$ cat config.mk
export PLATFORM = sky130hd
export DESIGN_NAME = seq_mag_comparator
export DESIGN_NICKNAME = d
export VERILOG_FILES = /design/src/rtl/mag_cmp_pkg.sv /design/src/rtl/mag_cmp_slice.sv /design/src/rtl/seq_mag_comparator.sv
export SDC_FILE = /design/constraint.sdc
export NUM_CORES = 1
export LEC_CHECK = 0
export ABC_AREA = 1
export CORE_ASPECT_RATIO = 2
export CORE_MARGIN = 5
export CORE_UTILIZATION = 50
export DETAILED_ROUTE_END_ITERATION = 10
export GPL_ROUTABILITY_DRIVEN = 0
export PLACE_DENSITY = 0.78
export SETUP_SLACK_MARGIN = 0.2
export SLEW_MARGIN = 20
export SYNTH_ARGS = -nofsm -noshare
export SYNTH_HDL_FRONTEND = slang
export SYNTH_HIERARCHICAL = 1
export SYNTH_SLANG_ARGS = --single-unit
$ cat constraint.sdc
create_clock -name clk -period 4.2 [get_ports clk]
set_input_delay 1.26 -clock clk [delete_from_list [all_inputs] [get_ports clk]]
set_output_delay 1.26 -clock clk [all_outputs]
set_load 0.01 [all_outputs]
$ cat src/rtl/mag_cmp_pkg.sv
// mag_cmp_pkg: shared types and sizing helpers for the sequential magnitude
// comparator.
//   state_e        - FSM states (idle / compare / done)
//   mag_cmp_res_t  - packed {eq, lt, gt} result flags
//   calc_nchunk    - number of CHUNK_W slices in a DATA_W operand
//   calc_nchk_w    - width of the slice-count output (holds 0..NCHUNK)
package mag_cmp_pkg;

  typedef enum logic [1:0] {
    StIdle,
    StCmp,
    StDone
  } state_e;

  typedef struct packed {
    logic eq;
    logic lt;
    logic gt;
  } mag_cmp_res_t;

  function automatic int unsigned calc_nchunk(int unsigned data_w, int unsigned chunk_w);
    return data_w / chunk_w;
  endfunction

  function automatic int unsigned calc_nchk_w(int unsigned data_w, int unsigned chunk_w);
    return $clog2(calc_nchunk(data_w, chunk_w) + 1);
  endfunction

endpackage

$ cat src/rtl/mag_cmp_slice.sv
// mag_cmp_slice: combinational unsigned compare of one CHUNK_W-bit slice.
//   a, b - slice operands (any sign handling is done by the caller)
//   res  - {eq, lt, gt}, exactly one flag set
module mag_cmp_slice
  import mag_cmp_pkg::*;
#(
  parameter int unsigned CHUNK_W = 4
) (
  input  logic [CHUNK_W-1:0] a,
  input  logic [CHUNK_W-1:0] b,
  output mag_cmp_res_t       res
);

  always_comb begin
    res    = '0;
    res.eq = (a == b);
    res.lt = (a < b);
    res.gt = (a > b);
  end

endmodule

$ cat src/rtl/seq_mag_comparator.sv
// seq_mag_comparator: multi-cycle DATA_W-bit magnitude comparator. Operands are
// compared MSB-first, one CHUNK_W slice per clock, stopping at the first
// differing slice; equal operands fall through to the cascade inputs.
//   clk, rst                      - clock, async active-high reset
//   in_valid/in_ready             - operand handshake (ready only when idle)
//   a, b                          - operands
//   signed_mode                   - 1: two's-complement compare, 0: unsigned
//   casc_eq/casc_lt/casc_gt       - cascade inputs from a less-significant stage
//   out_valid/out_ready           - result handshake
//   out_eq/out_lt/out_gt          - registered result flags
//   out_nchk                      - slices examined to reach the decision
module seq_mag_comparator
  import mag_cmp_pkg::*;
#(
  parameter int unsigned DATA_W  = 32,
  parameter int unsigned CHUNK_W = 4
) (
  input  logic                                       clk,
  input  logic                                       rst,
  input  logic                                       in_valid,
  output logic                                       in_ready,
  input  logic [DATA_W-1:0]                          a,
  input  logic [DATA_W-1:0]                          b,
  input  logic                                       signed_mode,
  input  logic                                       casc_eq,
  input  logic                                       casc_lt,
  input  logic                                       casc_gt,
  output logic                                       out_valid,
  input  logic                                       out_ready,
  output logic                                       out_eq,
  output logic                                       out_lt,
  output logic                                       out_gt,
  output logic [calc_nchk_w(DATA_W, CHUNK_W)-1:0]    out_nchk
);

  localparam int unsigned NCHUNK = calc_nchunk(DATA_W, CHUNK_W);
  localparam int unsigned NCHK_W = calc_nchk_w(DATA_W, CHUNK_W);
  localparam int unsigned IDX_W  = (NCHUNK > 1) ? $clog2(NCHUNK) : 1;

  if ((CHUNK_W < 1) || ((DATA_W % CHUNK_W) != 0)) begin : g_bad_width
    $error("DATA_W must be a non-zero multiple of CHUNK_W");
  end

  state_e              state_q, state_d;
  logic [DATA_W-1:0]   a_q, a_d;
  logic [DATA_W-1:0]   b_q, b_d;
  logic                signed_q, signed_d;
  mag_cmp_res_t        casc_q, casc_d;
  logic [IDX_W-1:0]    idx_q, idx_d;
  mag_cmp_res_t        res_q, res_d;
  logic [NCHK_W-1:0]   nchk_q, nchk_d;

  logic [DATA_W-1:0]   a_eff, b_eff;
  logic [CHUNK_W-1:0]  sl_a, sl_b;
  mag_cmp_res_t        sl_res;

  // Flipping the sign bit maps two's-complement order onto unsigned order,
  // so one unsigned slice comparator serves both modes.
  always_comb begin
    a_eff             = a_q;
    b_eff             = b_q;
    a_eff[DATA_W-1]   = a_q[DATA_W-1] ^ signed_q;
    b_eff[DATA_W-1]   = b_q[DATA_W-1] ^ signed_q;
  end

  always_comb begin
    sl_a = '0;
    sl_b = '0;
    for (int unsigned i = 0; i < NCHUNK; i++) begin
      if (idx_q == IDX_W'(i)) begin
        sl_a = a_eff[i*CHUNK_W +: CHUNK_W];
        sl_b = b_eff[i*CHUNK_W +: CHUNK_W];
      end
    end
  end

  mag_cmp_slice #(
    .CHUNK_W (CHUNK_W)
  ) u_slice (
    .a   (sl_a),
    .b   (sl_b),
    .res (sl_res)
  );

  always_comb begin
    state_d  = state_q;
    a_d      = a_q;
    b_d      = b_q;
    signed_d = signed_q;
    casc_d   = casc_q;
    idx_d    = idx_q;
    res_d    = res_q;
    nchk_d   = nchk_q;

    unique case (state_q)
      StIdle: begin
        if (in_valid) begin
          a_d      = a;
          b_d      = b;
          signed_d = signed_mode;
          casc_d   = '{eq: casc_eq, lt: casc_lt, gt: casc_gt};
          idx_d    = IDX_W'(NCHUNK - 1);
          state_d  = StCmp;
        end
      end
      StCmp: begin
        if (!sl_res.eq) begin
          res_d   = '{eq: 1'b0, lt: sl_res.lt, gt: sl_res.gt};
          nchk_d  = NCHK_W'(NCHUNK) - NCHK_W'(idx_q);
          state_d = StDone;
        end else if (idx_q == '0) begin
          // Cascade flags pass through unchecked; several may be set at once.
          res_d   = casc_q;
          nchk_d  = NCHK_W'(NCHUNK);
          state_d = StDone;
        end else begin
          idx_d = idx_q - IDX_W'(1);
        end
      end
      StDone: begin
        if (out_ready) begin
          state_d = StIdle;
        end
      end
      default: begin
        state_d = StIdle;
      end
    endcase
  end

  always_ff @(posedge clk or posedge rst) begin
    if (rst) begin
      state_q  <= StIdle;
      a_q      <= '0;
      b_q      <= '0;
      signed_q <= 1'b0;
      casc_q   <= '0;
      idx_q    <= '0;
      res_q    <= '0;
      nchk_q   <= '0;
    end else begin
      state_q  <= state_d;
      a_q      <= a_d;
      b_q      <= b_d;
      signed_q <= signed_d;
      casc_q   <= casc_d;
      idx_q    <= idx_d;
      res_q    <= res_d;
      nchk_q   <= nchk_d;
    end
  end

  // Handshake outputs decode straight from the state register.
  assign in_ready  = (state_q == StIdle);
  assign out_valid = (state_q == StDone);
  assign out_eq    = res_q.eq;
  assign out_lt    = res_q.lt;
  assign out_gt    = res_q.gt;
  assign out_nchk  = nchk_q;

endmodule
Word-level counts from Yosys, hierarchy flattened --
Index checks and enable logic that the tools add are counted.
Storage, ports and cells: bits in registers 80, input port bits 72, output and inout port bits 9, logic and storage cells 70
Operators by class: $add $sub $neg 2, order comparisons 2, equality and inequality tests 16, mux-type cells 29, bitwise operators 2, reductions and logical operators 7
Operators by type and width (count):
- $mux W4 | 18
- $mux W3 | 5
- $eq A3 B3 Y1 const B | 4
- $mux W2 | 4
- $eq A3 B2 Y1 const B | 2
- $ne A2 B2 Y1 const B | 3
- $pmux W2 S3 | 1
- $pmux W3 S2 | 1
- $eq A4 B4 Y1 | 1
- $gt A4 B4 Y1 | 1
- $lt A4 B4 Y1 | 1
- $ne A2 B1 Y1 const B | 2
- $reduce_and A2 Y1 | 2
- $reduce_and A4 Y1 | 1
- $sub A4 B3 Y4 const A | 1
- $eq A3 B1 Y1 const B | 1
- $logic_not A3 Y1 | 1
- $ne A3 B3 Y1 const B | 1
- $reduce_and A3 Y1 | 1
- $sub A3 B1 Y3 const B | 1
- $eq A2 B1 Y1 const B | 1
- $eq A2 B2 Y1 const B | 1
- $logic_not A2 Y1 | 1
- $reduce_bool A2 Y1 | 1
- $xor A1 B1 Y1 | 2

Logic depth before layout (Yosys ltp) --
depth in word-level cells 12, mapped depth 24, gate-level depth less buffers 24

By module --
Netlist, hierarchy kept.
By module, submodules not included:
- seq_mag_comparator | instances 1, cells an instance 433, area an instance 3910.0 µm², seq. area each 2001.9 µm²
- mag_cmp_slice | instances 1, cells an instance 20, area an instance 115.1 µm², seq. area each 0.0 µm²

Worst setup path before layout --
OpenSTA, ideal clock, no wires.
path type register -> register, start reg idx_q[2], end reg res_q, in the netlist out_gt, library setup time 0.127 ns, arrival 2.886 ns, data required time 4.073 ns, setup slack 1.187 ns, stages on the path, launching flop included 24, buffers on the path 2, clock period less this slack 3.013 ns, path through dfrtp_1 > inv_2 > buf_2 > ha_1 > buf_2 > nand2_1 > inv_1 > nand2_1 > nand3_1 > nand3_1 > nand3_1 > nand2_1 > nand2_1 > nand2_1 > nand2_1 > inv_1 > ha_1 > nand2_1 > nor2_1 > inv_1 > o21ai_1 > inv_2 > nor2_1 > a31oi_1
RTL lines:
- start: declaration | line seq_mag_comparator.sv:49 | logic [IDX_W-1:0] idx_q, idx_d;
- start signal: assignment | line seq_mag_comparator.sv:147 | idx_q <= idx_d;
- end signal: assignment | line seq_mag_comparator.sv:148 | res_q <= res_d;
- end: declaration | line seq_mag_comparator.sv:50 | mag_cmp_res_t res_q, res_d;

==> results_dict.tcl <==
set metrics [dict create \
    max_freq_mhz 278 \
    ys_seq_area_share_pct 49.7 \
    critPathMostFrequentCell "nand2_1" \
    start_util_pct 51.0 \
    synth_top_cell_area_share_pct 49.7 \
    gr-total-overflow 0 \
    htree_levels 3 \
    syn_to_final_growth_pct 28.0 \
    die-area_sq_um 10100 \
    die_y_um 137 \
    setup_viol 0 \
    ys_types 24 \
    p_sw_uw 1470 \
    routed_wl_mm 9.12 \
    cts_tree "done" \
    cts_buffers 9 \
    critPathBufInv 5 \
    drive_above_1_share_pct 13.3 \
    synth_xor_area_share_pct 0 \
    critPathTopFamily "simple AND/OR/NAND/NOR gates" \
    core_area_sq_um 7890 \
    slew_headroom_pct 34.2 \
    synth_top_family_by_area "simple AND/OR/NAND/NOR gates" \
    clock_path_buffers 2 \
    cts-hold-fix-buffers 0 \
    ys_warn_count 6 \
    grt_use_total_pct 19.8 \
    cts_root_buffer "clkbuf_16" \
    power_leakage_uw 0.00250 \
    drtIter0Drc 195 \
    worst_setup_path_start_kind "flip-flop" \
    slew_violations 0 \
    grt_max_degree 91 \
    maxCapViolCount 0 \
    cp_slowest_cell "dfrtp_1" \
    comb_power_share_pct 45.8 \
    skew_ns 0.00551 \
    yosys.area_share.simple_pct 19.4 \
    synth_nets 536 \
    finalCritPeriodShare_pct 85.7 \
    final_cell_mix "102 x nand2_1, 80 x dfrtp_1, 80 x clkdlybuf4s50_1, 56 x inv_1, 47 x mux2_2" \
    r2r_cells 22 \
    synth_area_leaders "dfrtp_1 50%, mux2_2 13%, nand2_1 9.5%, inv_1 5.3%, a21oi_1 4.1%" \
    rows 46 \
    cts_sinks 80 \
    drc 0 \
    io_pins 81 \
    clk-insertion-delay-late_ns 0.33 \
    switching_share_pct 38.4 \
    rr_startpoint "idx_q[0]" \
    nets 611 \
    grt_first_pass_wirelength_mm 15.3 \
    ff2ff_setup_slack_ns 0.60 \
    hold_class "flip-flop to flip-flop" \
    power_uw 3820 \
    path_clk_slew_ns 0.06 \
    ir_worst_vdd_mv 0.412 \
    clkPwrFrac_pct 18.5 \
    path_class "flip-flop to flip-flop" \
    cp.depth 22 \
    via_count 3228 \
    grt_pass1_vias 3420 \
    place.port_buffers 80 \
    viasPerCell 5.14 \
    final_common_cell "nand2_1" \
    synth_compound_area_share_pct 6.31 \
    final_antenna_net_count 0 \
    synth-seq-cells 80 \
    path_cells "inv_1, ha_1, ha_1, nand2_1, inv_1, nand2_1, nand3_1, nand3_1, nand3_1, nand2_1, nand2_1, nand2_1, nand2_1, inv_1, ha_1, nand2_1, nor2_2, inv_1, o21ai_1, inv_2, nor2_1, a21oi_1" \
    synthCells 453 \
    syn-cell-area_sq_um 4030 \
    drtPass1Iterations 4 \
    cp.required_ns 4.41 \
    hold_viol_final 0 \
    synth_area_leader_cell "dfrtp_1" \
    muxShareOfSynthArea_pct 13.4 \
    p_int_uw 2350 \
    cp-startpoint "idx_q[0]" \
    tightest_slew_ns 0.987 \
    powerDensity_nw_per_um2 741 \
    synth_fa_ha_area_share_pct 3.42 \
    avgRoutedWirePerCell_um 14.5 \
    avgSynthCellArea_sq_um 8.89 \
    num_antenna_cells 0 \
    hpwl_mm 6.96 \
    die_width_um 73.4 \
    seqPwrFrac_pct 35.7 \
    max_stage_delay_ns 0.42 \
    crit_fanout 10 \
    antenna_found_initial 0 \
    rsz0062_at_grt "no" \
    status "completed" \
    cp.arrival_ns 3.81 \
    tns_ns 0 \
    end_kind "flip-flop" \
    min_period_ns 3.60 \
    crit_path_end "out_nchk[3]" \
    r2r-end "out_nchk[3]" \
]
cells in the mapped netlist:
library cell    n
a21oi_1        33
a22o_1          1
a31oi_1         2
and2_1          1
buf_2          13
buf_6           1
clkbuf_1        3
dfrtp_1        80
ha_1           11
inv_1          57
inv_2           2
mux2_1          1
mux2_2         47
nand2_1       102
nand2_2         3
nand3_1        33
nor2_1         43
nor2_2          2
nor3_2          1
o21ai_0        11
o21ai_1         1
o31ai_1         1
or2_0           2
or2_2           2
tightest hold or removal path, stage by stage, from the launching register on:
cell and delay, ns:
dfrtp_1 0.35, nand2_1 0.05, o21ai_0 0.06
registers in the layout, indices dropped and copies added, names as in the netlist, 2 cells and up:
signal    cells
a_q          32
b_q          32
out_nchk      4
casc_q        3
idx_q         3
state_q       2
kinds of logic after synthesis:
| kind of cell | count (synthesis) |
|---|---|
| fa+ha+maj | 11 |
| flops | 80 |
| simple gates | 189 |
| compound gates | 49 |
| buf+inv | 76 |
| mux | 48 |
what timing repair did:
action,4_1_cts,5_1_grt
buffers inserted,0,0
setup endpoints to repair,0,3
endpoints found under the hold margin,0,0
resized for setup,0,1
final cells by class:
class / count / area [sq um]
fillers: 647 / 2730
flip-flops and latches: 80 / 2000
multi-input cells: 297 / 1720
repair buffers: 81 / 821
clock buffers: 15 / 268
inverters: 59 / 221
well taps: 96 / 120
layer usage:
layer | up-vias | GRT usage (%) | share of wire, %
li1 | 1588 | - | -
met1 | 1547 | 20.0 | 35
met2 | 74 | 36.7 | 57
met3 | 19 | 4.78 | 4.7
met4 | 0 | 8.97 | 3.2
met5 | - | 0 | 0
power by group through the flow:
stage	registers [uW]	clock network, uW	logic, uW
after CTS	1370	721	1740
after detailed placement	1380	0	1730
after floorplan	1310	0	1290
final	1360	707	1750
after global routing	1410	755	1980
after global placement	1360	0	1670
how the worst min path moves through the flow:
stage | from | end | cells past startpoint
6_report | out_eq | out_eq | 2
2_1_floorplan | a_q[2] | a_q[2] | 1
4_1_cts | out_nchk[0] | out_nchk[0] | 2
3_5_place_dp | out_nchk[0] | out_nchk[0] | 2
3_3_place_gp | out_nchk[0] | out_nchk[0] | 2
5_1_grt | a_q[2] | a_q[2] | 1
through the flow:
stage	setup slack, ns	instance area [sq um]	cells	util, %	hold WS (ns)
final	0.602	5150	628	65.4	0.497
after global routing	0.293	5150	628	65.4	0.507
after CTS	0.535	5150	628	65.3	0.500
after detailed placement	0.584	4880	613	61.9	0.487
after global placement	0.759	4880	613	61.9	0.483
after floorplan	0.888	4030	453	-	0.464
(Power assumes the default switching activity.)
